File: src/rtl/cmac_link_manager.sv
// -----------------------------------------------------------------------------
// cmac_link_manager
//   Supervises one CMAC RX path. It pulses gtwiz_reset_rx_datapath, waits for
//   PCS alignment with a timeout, debounces alignment before declaring the link
//   up, and backs off exponentially after failed attempts. A change of the
//   requested RS-FEC mode or a software request forces a relink. Saturating
//   statistics are exported for a status register block.
//
// Ports
//   rx_clk            : clock (all logic in this domain)
//   rx_reset          : synchronous active-high reset
//   stat_rx_aligned   : CMAC PCS alignment (asynchronous, synchronised here)
//   rsfec_enable      : requested RS-FEC mode (asynchronous, synchronised here)
//   relink_req        : single-cycle pulse forcing a relink
//   reset_rx_datapath : to CMAC gtwiz_reset_rx_datapath
//   ctl_tx_enable     : high only in UP; ctl_tx_send_rfi is its inverse
//   ctl_*rsfec*       : latched RS-FEC mode
//   link_up           : same as ctl_tx_enable
//   fsm_state         : RESET=0 WAIT_ALIGN=1 DEBOUNCE=2 UP=3 BACKOFF=4
//   link_up_count, link_down_count, timeout_count : saturating statistics
// -----------------------------------------------------------------------------
module cmac_link_manager #(
  parameter int unsigned RESET_CYCLES      = 50,
  parameter int unsigned ALIGN_TIMEOUT     = 644531250,
  parameter int unsigned STABLE_CYCLES     = 1024,
  parameter int unsigned BACKOFF_BASE      = 32226562,
  parameter int unsigned MAX_BACKOFF_SHIFT = 4,
  parameter int unsigned CNT_W             = 16,
  parameter int unsigned SYNC_FF           = 4
) (
  input  logic             rx_clk,
  input  logic             rx_reset,
  input  logic             stat_rx_aligned,
  input  logic             rsfec_enable,
  input  logic             relink_req,
  output logic             reset_rx_datapath,
  output logic             ctl_tx_enable,
  output logic             ctl_tx_send_rfi,
  output logic             ctl_rx_rsfec_enable,
  output logic             ctl_rx_rsfec_enable_correction,
  output logic             ctl_rx_rsfec_enable_indication,
  output logic             ctl_tx_rsfec_enable,
  output logic             link_up,
  output logic [2:0]       fsm_state,
  output logic [CNT_W-1:0] link_up_count,
  output logic [CNT_W-1:0] link_down_count,
  output logic [CNT_W-1:0] timeout_count
);

  typedef enum logic [2:0] {
    ST_RESET    = 3'd0,
    ST_WAIT     = 3'd1,
    ST_DEBOUNCE = 3'd2,
    ST_UP       = 3'd3,
    ST_BACKOFF  = 3'd4
  } state_t;

  // Every timed state is loaded with its length N and leaves when the
  // counter is at 1 (or 0), so each lasts exactly N cycles.
  localparam logic [31:0] RESET_LOAD  = 32'(RESET_CYCLES);
  localparam logic [31:0] ALIGN_LOAD  = 32'(ALIGN_TIMEOUT);
  localparam logic [31:0] STABLE_LOAD = 32'(STABLE_CYCLES);
  localparam logic [39:0] BASE_WIDE   = 40'(BACKOFF_BASE);
  localparam logic [7:0]  MAX_SHIFT   = 8'(MAX_BACKOFF_SHIFT);

  // Synchronisers
  logic align_sync_reg [SYNC_FF];
  logic fec_sync_reg   [SYNC_FF];
  logic aligned_s;
  logic fec_s;

  genvar gi;
  generate
    for (gi = 0; gi < SYNC_FF; gi++) begin : g_sync
      if (gi == 0) begin : g_first
        always_ff @(posedge rx_clk) begin
          if (rx_reset) begin
            align_sync_reg[gi] <= 1'b0;
            fec_sync_reg[gi]   <= 1'b0;
          end else begin
            align_sync_reg[gi] <= stat_rx_aligned;
            fec_sync_reg[gi]   <= rsfec_enable;
          end
        end
      end else begin : g_rest
        always_ff @(posedge rx_clk) begin
          if (rx_reset) begin
            align_sync_reg[gi] <= 1'b0;
            fec_sync_reg[gi]   <= 1'b0;
          end else begin
            align_sync_reg[gi] <= align_sync_reg[gi-1];
            fec_sync_reg[gi]   <= fec_sync_reg[gi-1];
          end
        end
      end
    end
  endgenerate

  assign aligned_s = align_sync_reg[SYNC_FF-1];
  assign fec_s     = fec_sync_reg[SYNC_FF-1];

  // State
  state_t           state_reg, state_next;
  logic [31:0]      timer_reg, timer_next;    // reset pulse / align timeout / backoff
  logic [31:0]      stable_reg, stable_next;  // debounce counter
  logic [7:0]       shift_reg, shift_next;
  logic             fec_latch_reg, fec_latch_next;
  logic [CNT_W-1:0] link_up_count_reg, link_up_count_next;
  logic [CNT_W-1:0] link_down_count_reg, link_down_count_next;
  logic [CNT_W-1:0] timeout_count_reg, timeout_count_next;
  logic             tx_enable_reg;
  logic             reset_dp_reg;

  logic [39:0] backoff_wide;
  logic [31:0] backoff_load;
  logic        go_reset;

  function automatic logic [CNT_W-1:0] sat_inc(input logic [CNT_W-1:0] v);
    return (&v) ? v : v + CNT_W'(1);
  endfunction

  // Backoff is formed in 40 bits; anything above 32 bits saturates. Shifts
  // beyond 8 would lose bits of the 40-bit product, so they saturate too.
  always_comb begin
    backoff_wide = BASE_WIDE << shift_reg;
    backoff_load = backoff_wide[31:0];
    if ((|backoff_wide[39:32]) || ((shift_reg > 8'd8) && (BASE_WIDE != 40'd0)))
      backoff_load = 32'hFFFF_FFFF;
  end

  always_comb begin
    state_next           = state_reg;
    timer_next           = timer_reg;
    stable_next          = stable_reg;
    shift_next           = shift_reg;
    fec_latch_next       = fec_latch_reg;
    link_up_count_next   = link_up_count_reg;
    link_down_count_next = link_down_count_reg;
    timeout_count_next   = timeout_count_reg;
    go_reset             = 1'b0;

    if ((state_reg != ST_RESET) && (relink_req || (fec_s != fec_latch_reg))) begin
      // Forced relink outranks alignment loss and timeouts.
      go_reset   = 1'b1;
      shift_next = 8'd0;
      if (state_reg == ST_UP)
        link_down_count_next = sat_inc(link_down_count_reg);
    end else begin
      case (state_reg)
        ST_RESET: begin
          if (timer_reg <= 32'd1) begin
            state_next = ST_WAIT;
            timer_next = ALIGN_LOAD;
          end else begin
            timer_next = timer_reg - 32'd1;
          end
        end
        ST_WAIT: begin
          if (aligned_s) begin
            state_next  = ST_DEBOUNCE;
            stable_next = STABLE_LOAD;
          end else if (timer_reg <= 32'd1) begin
            state_next         = ST_BACKOFF;
            timer_next         = backoff_load;
            timeout_count_next = sat_inc(timeout_count_reg);
            shift_next         = (shift_reg >= MAX_SHIFT) ? MAX_SHIFT : shift_reg + 8'd1;
          end else begin
            timer_next = timer_reg - 32'd1;
          end
        end
        ST_DEBOUNCE: begin
          // The alignment timer is paused here and resumes on return.
          if (!aligned_s) begin
            state_next = ST_WAIT;
          end else if (stable_reg <= 32'd1) begin
            state_next         = ST_UP;
            shift_next         = 8'd0;
            link_up_count_next = sat_inc(link_up_count_reg);
          end else begin
            stable_next = stable_reg - 32'd1;
          end
        end
        ST_UP: begin
          if (!aligned_s) begin
            go_reset             = 1'b1;
            link_down_count_next = sat_inc(link_down_count_reg);
          end
        end
        ST_BACKOFF: begin
          if (timer_reg <= 32'd1) go_reset = 1'b1;
          else                    timer_next = timer_reg - 32'd1;
        end
        default: go_reset = 1'b1;
      endcase
    end

    if (go_reset) begin
      state_next     = ST_RESET;
      timer_next     = RESET_LOAD;
      fec_latch_next = fec_s;
    end
  end

  always_ff @(posedge rx_clk) begin
    if (rx_reset) begin
      state_reg           <= ST_RESET;
      timer_reg           <= RESET_LOAD;
      stable_reg          <= 32'd0;
      shift_reg           <= 8'd0;
      fec_latch_reg       <= 1'b0;
      link_up_count_reg   <= '0;
      link_down_count_reg <= '0;
      timeout_count_reg   <= '0;
      tx_enable_reg       <= 1'b0;
      reset_dp_reg        <= 1'b1;
    end else begin
      state_reg           <= state_next;
      timer_reg           <= timer_next;
      stable_reg          <= stable_next;
      shift_reg           <= shift_next;
      fec_latch_reg       <= fec_latch_next;
      link_up_count_reg   <= link_up_count_next;
      link_down_count_reg <= link_down_count_next;
      timeout_count_reg   <= timeout_count_next;
      tx_enable_reg       <= (state_next == ST_UP);
      reset_dp_reg        <= (state_next == ST_RESET);
    end
  end

  // rx_reset reaches the datapath reset directly so it is held from the
  // first cycle of an external reset.
  assign reset_rx_datapath              = reset_dp_reg | rx_reset;
  assign ctl_tx_enable                  = tx_enable_reg;
  assign ctl_tx_send_rfi                = ~tx_enable_reg;
  assign link_up                        = tx_enable_reg;
  assign ctl_rx_rsfec_enable            = fec_latch_reg;
  assign ctl_rx_rsfec_enable_correction = fec_latch_reg;
  assign ctl_rx_rsfec_enable_indication = fec_latch_reg;
  assign ctl_tx_rsfec_enable            = fec_latch_reg;
  assign fsm_state                      = state_reg;
  assign link_up_count                  = link_up_count_reg;
  assign link_down_count                = link_down_count_reg;
  assign timeout_count                  = timeout_count_reg;

endmodule

File: config.mk
export PLATFORM = sky130hd
export DESIGN_NAME = cmac_link_manager
export DESIGN_NICKNAME = d
export VERILOG_FILES = /design/src/rtl/cmac_link_manager.sv
export SDC_FILE = /design/constraint.sdc
export NUM_CORES = 1
export LEC_CHECK = 0
export ABC_AREA = 0
export CAP_MARGIN = 20
export CORE_MARGIN = 10
export CORE_UTILIZATION = 55
export DETAILED_ROUTE_END_ITERATION = 8
export PLACE_DENSITY = 0.76
export SYNTH_ARGS = -nofsm -noshare
export SYNTH_HDL_FRONTEND = slang
export SYNTH_SLANG_ARGS = --single-unit
export TNS_END_PERCENT = 5
File: constraint.sdc
create_clock -name rx_clk -period 3.75 [get_ports rx_clk]
set_input_delay 0.5625 -clock rx_clk [delete_from_list [all_inputs] [get_ports rx_clk]]
set_output_delay 0.5625 -clock rx_clk [all_outputs]
set_load 0.1 [all_outputs]
==> impl_metrics.yaml <==
detailed_routing:
  wl_mm: 22.24
  drt_iter0_markers: 999
  vias: 7760
  drc: 0
  wl_per_cell_um: 17.79
  drt-pass1-iter-count: 8
  via_per_inst: 6.208
  ant_nets: 0
setup_path:
  path_cells: "nor4_1, nand4_1, or4_1, or4_1, or3_1, a21oi_1"
  worstSetupStartpointType: "flip-flop"
  crit_path_max_fanout: 8
  required_ns: 4.11
  crit_type: "flip-flop to flip-flop"
  slowest_stage: "nor4_1"
  critPathTopFamily: "simple AND/OR/NAND/NOR gates"
  critPathBufInv: 0
  slowest_delay_ns: 0.69
  endpoint_kind: "flip-flop"
  worst_path_most_repeated_cell: "or4_1"
  cp.arrival_ns: 3.56
floorplanning:
  num_rows: 43
  die_w_um: 138.8
  initial_utilization_pct: 55.92
  dieArea_um2: 19270
  io_pins: 64
  core_um2: 13880
  die-height_um: 138.8
power_and_ir_drop:
  comb_power_share_pct: 2.8
  seqPwrFrac_pct: 46.3
  peakVddDrop_mv: 0.3110
  p_sw_share_pct: 25.22
  leakage_nw: 3.272
  p_total_mw: 3.124
  clockPowerShare_pct: 51.0
  internal_power_mw: 2.337
  switching_power_mw: 0.7879
  power_density_nw_per_um2: 343.0
placement:
  dpl_cell_area_um2: 8551
  post-place-ws_ns: 0.6115
  place_inst: 1218
  post-dp-hpwl_mm: 15.26
  gp_congestion: 0.9980
  portBuffers: 63
final_layout:
  fin_nets: 1071
  final_cell_mix: "140 x nor2_1, 134 x dfxtp_1, 81 x a21oi_1, 73 x nand2_1, 59 x o21ai_0"
  final_common_cell: "nor2_1"
  diodes: 0
  stdcell_count: 1250
  drive_gt1_share_pct: 8.037
  syn2layout_area_growth_pct: 17.34
  finish.utilization_pct: 65.62
  design_area_um2: 9109
grt:
  grt_max_degree: 36
  grt_pass1_vias: 7220
  grt_antenna_before_repair: 0
  grt_usage_pct: 22.37
  grt_pass1_wl_mm: 36.66
  overflow: 0
yosys:
  avgSynthCellArea_um2: 7.655
  synthArstFlopShare_pct: 0
  yosysSeqAreaShare_pct: 34.56
  ys_ff_latch: 134
  synth.largest_area_cell: "dfxtp_1"
  ys_warn_count: 0
  synth_edf_count: 0
  synthesis.nets: 1028
  netlist_area_um2: 7762
  ys.flop_type: "dfxtp_1"
  netlist.area_leader.share_pct: 34.56
  synth.area.top_cells: "dfxtp_1 35%, nor2_1 6.8%, a21oi_1 5.3%, xnor2_1 5.2%, o21ai_0 3.8%"
  yosysUniqueCellTypes: 75
  syn_inst: 1014
timing:
  slew_violations: 0
  period_minus_slack_ns: 3.204
  setup_violations: 0
  rsz0062_at_grt: "false"
  clock_skew_ns: 0.01276
  max_freq_ghz: 0.3121
  report.final.hold_viol_count: 0
  timing.hold.ws_ns: 0.4354
  setup-tns-final_ns: 0
  worst_slack_ns: 0.5459
  worstMarginPinSlew_ns: 1.014
  finalCritPeriodShare_pct: 85.44
  slew_headroom_pct: 32.18
cts:
  numClockSinks: 134
  post_cts_buffers: 0
  clkTransAtPathRegs_ns: 0.06
  cts_tree: "done"
  clk_latency_ns: 0.43
  hold_buffers: 0
  cts-root-buf: "clkbuf_16"
  numCtsBuffers: 17
  cts_resized: 0
  htree_levels: 4
  clock_path_buffers: 2
flow_run:
  cap_violations: 0
worst_hold_path:
  hp-class: "flip-flop to flip-flop"
status:
  status: "completed"
[layer usage]
metal | track usage (%) | vias to the layer above | wire, µm
met1 | 27.80 | 3638 | 9533
met3 | 6.473 | 50 | 1764
met5 | 0 | - | 0
met4 | 9.995 | 0 | 655
li1 | - | 3770 | -
met2 | 35.07 | 302 | 10290
[synthesized netlist by cell type, types with 22 or more instances]
master and number:
nand3_1 42, dfxtp_1 134, clkbuf_1 56, or3_1 22
nand2_1 73, nor2_1 140, nor3_1 43, xor2_1 33
o21ai_0 59, xnor2_1 46, a21oi_1 82, nor4_1 22
[power by group through the flow]
stage | sequential (mW) | combinational (mW) | clock (mW)
6_report | 1.45 | 0.0866 | 1.59
5_1_grt | 1.45 | 0.0969 | 1.67
4_1_cts | 1.45 | 0.0859 | 1.62
3_5_place_dp | 1.48 | 0.0858 | 0
3_3_place_gp | 1.48 | 0.0847 | 0
2_1_floorplan | 1.47 | 0.0670 | 0
[area by class of cell]
class / count / area, µm²
Inverter: 21 / 78.83
Tap cell: 180 / 225.2
Timing Repair Buffer: 91 / 825.8
Multi-Input combinational cell: 792 / 4738
Fill cell: 1261 / 4772
Clock buffer: 17 / 425.4
Sequential cell: 134 / 2683
Clock inverter: 15 / 132.6
[worst paths after layout]
| kind | startpoint | cells after the start | slack, ns | to |
|---|---|---|---|---|
| setup / recovery | timer_reg[8] | 6 | 0.55 | timeout_count[12] |
| hold / removal | align_sync_reg[1] | 1 | 0.44 | align_sync_reg[2] |
| setup reg to reg | timer_reg[8] | 6 | 0.55 | timeout_count[12] |
| hold reg to reg | align_sync_reg[1] | 1 | 0.44 | align_sync_reg[2] |
[kinds of logic (layout without fill, tap and decap cells)]
| kind of cell | Yosys count | after routing | share of synthesized area (%) |
|---|---|---|---|
| simple gates | 458 | 458 | 30.38 |
| xor+xnor | 79 | 79 | 8.914 |
| compound gates | 239 | 239 | 19.28 |
| flops | 134 | 134 | 34.56 |
| fa+ha+maj | 9 | 9 | 1.451 |
| buf+inv | 88 | 144 | 4.513 |
| mux | 7 | 7 | 0.9027 |
(Power assumes the default switching activity.)
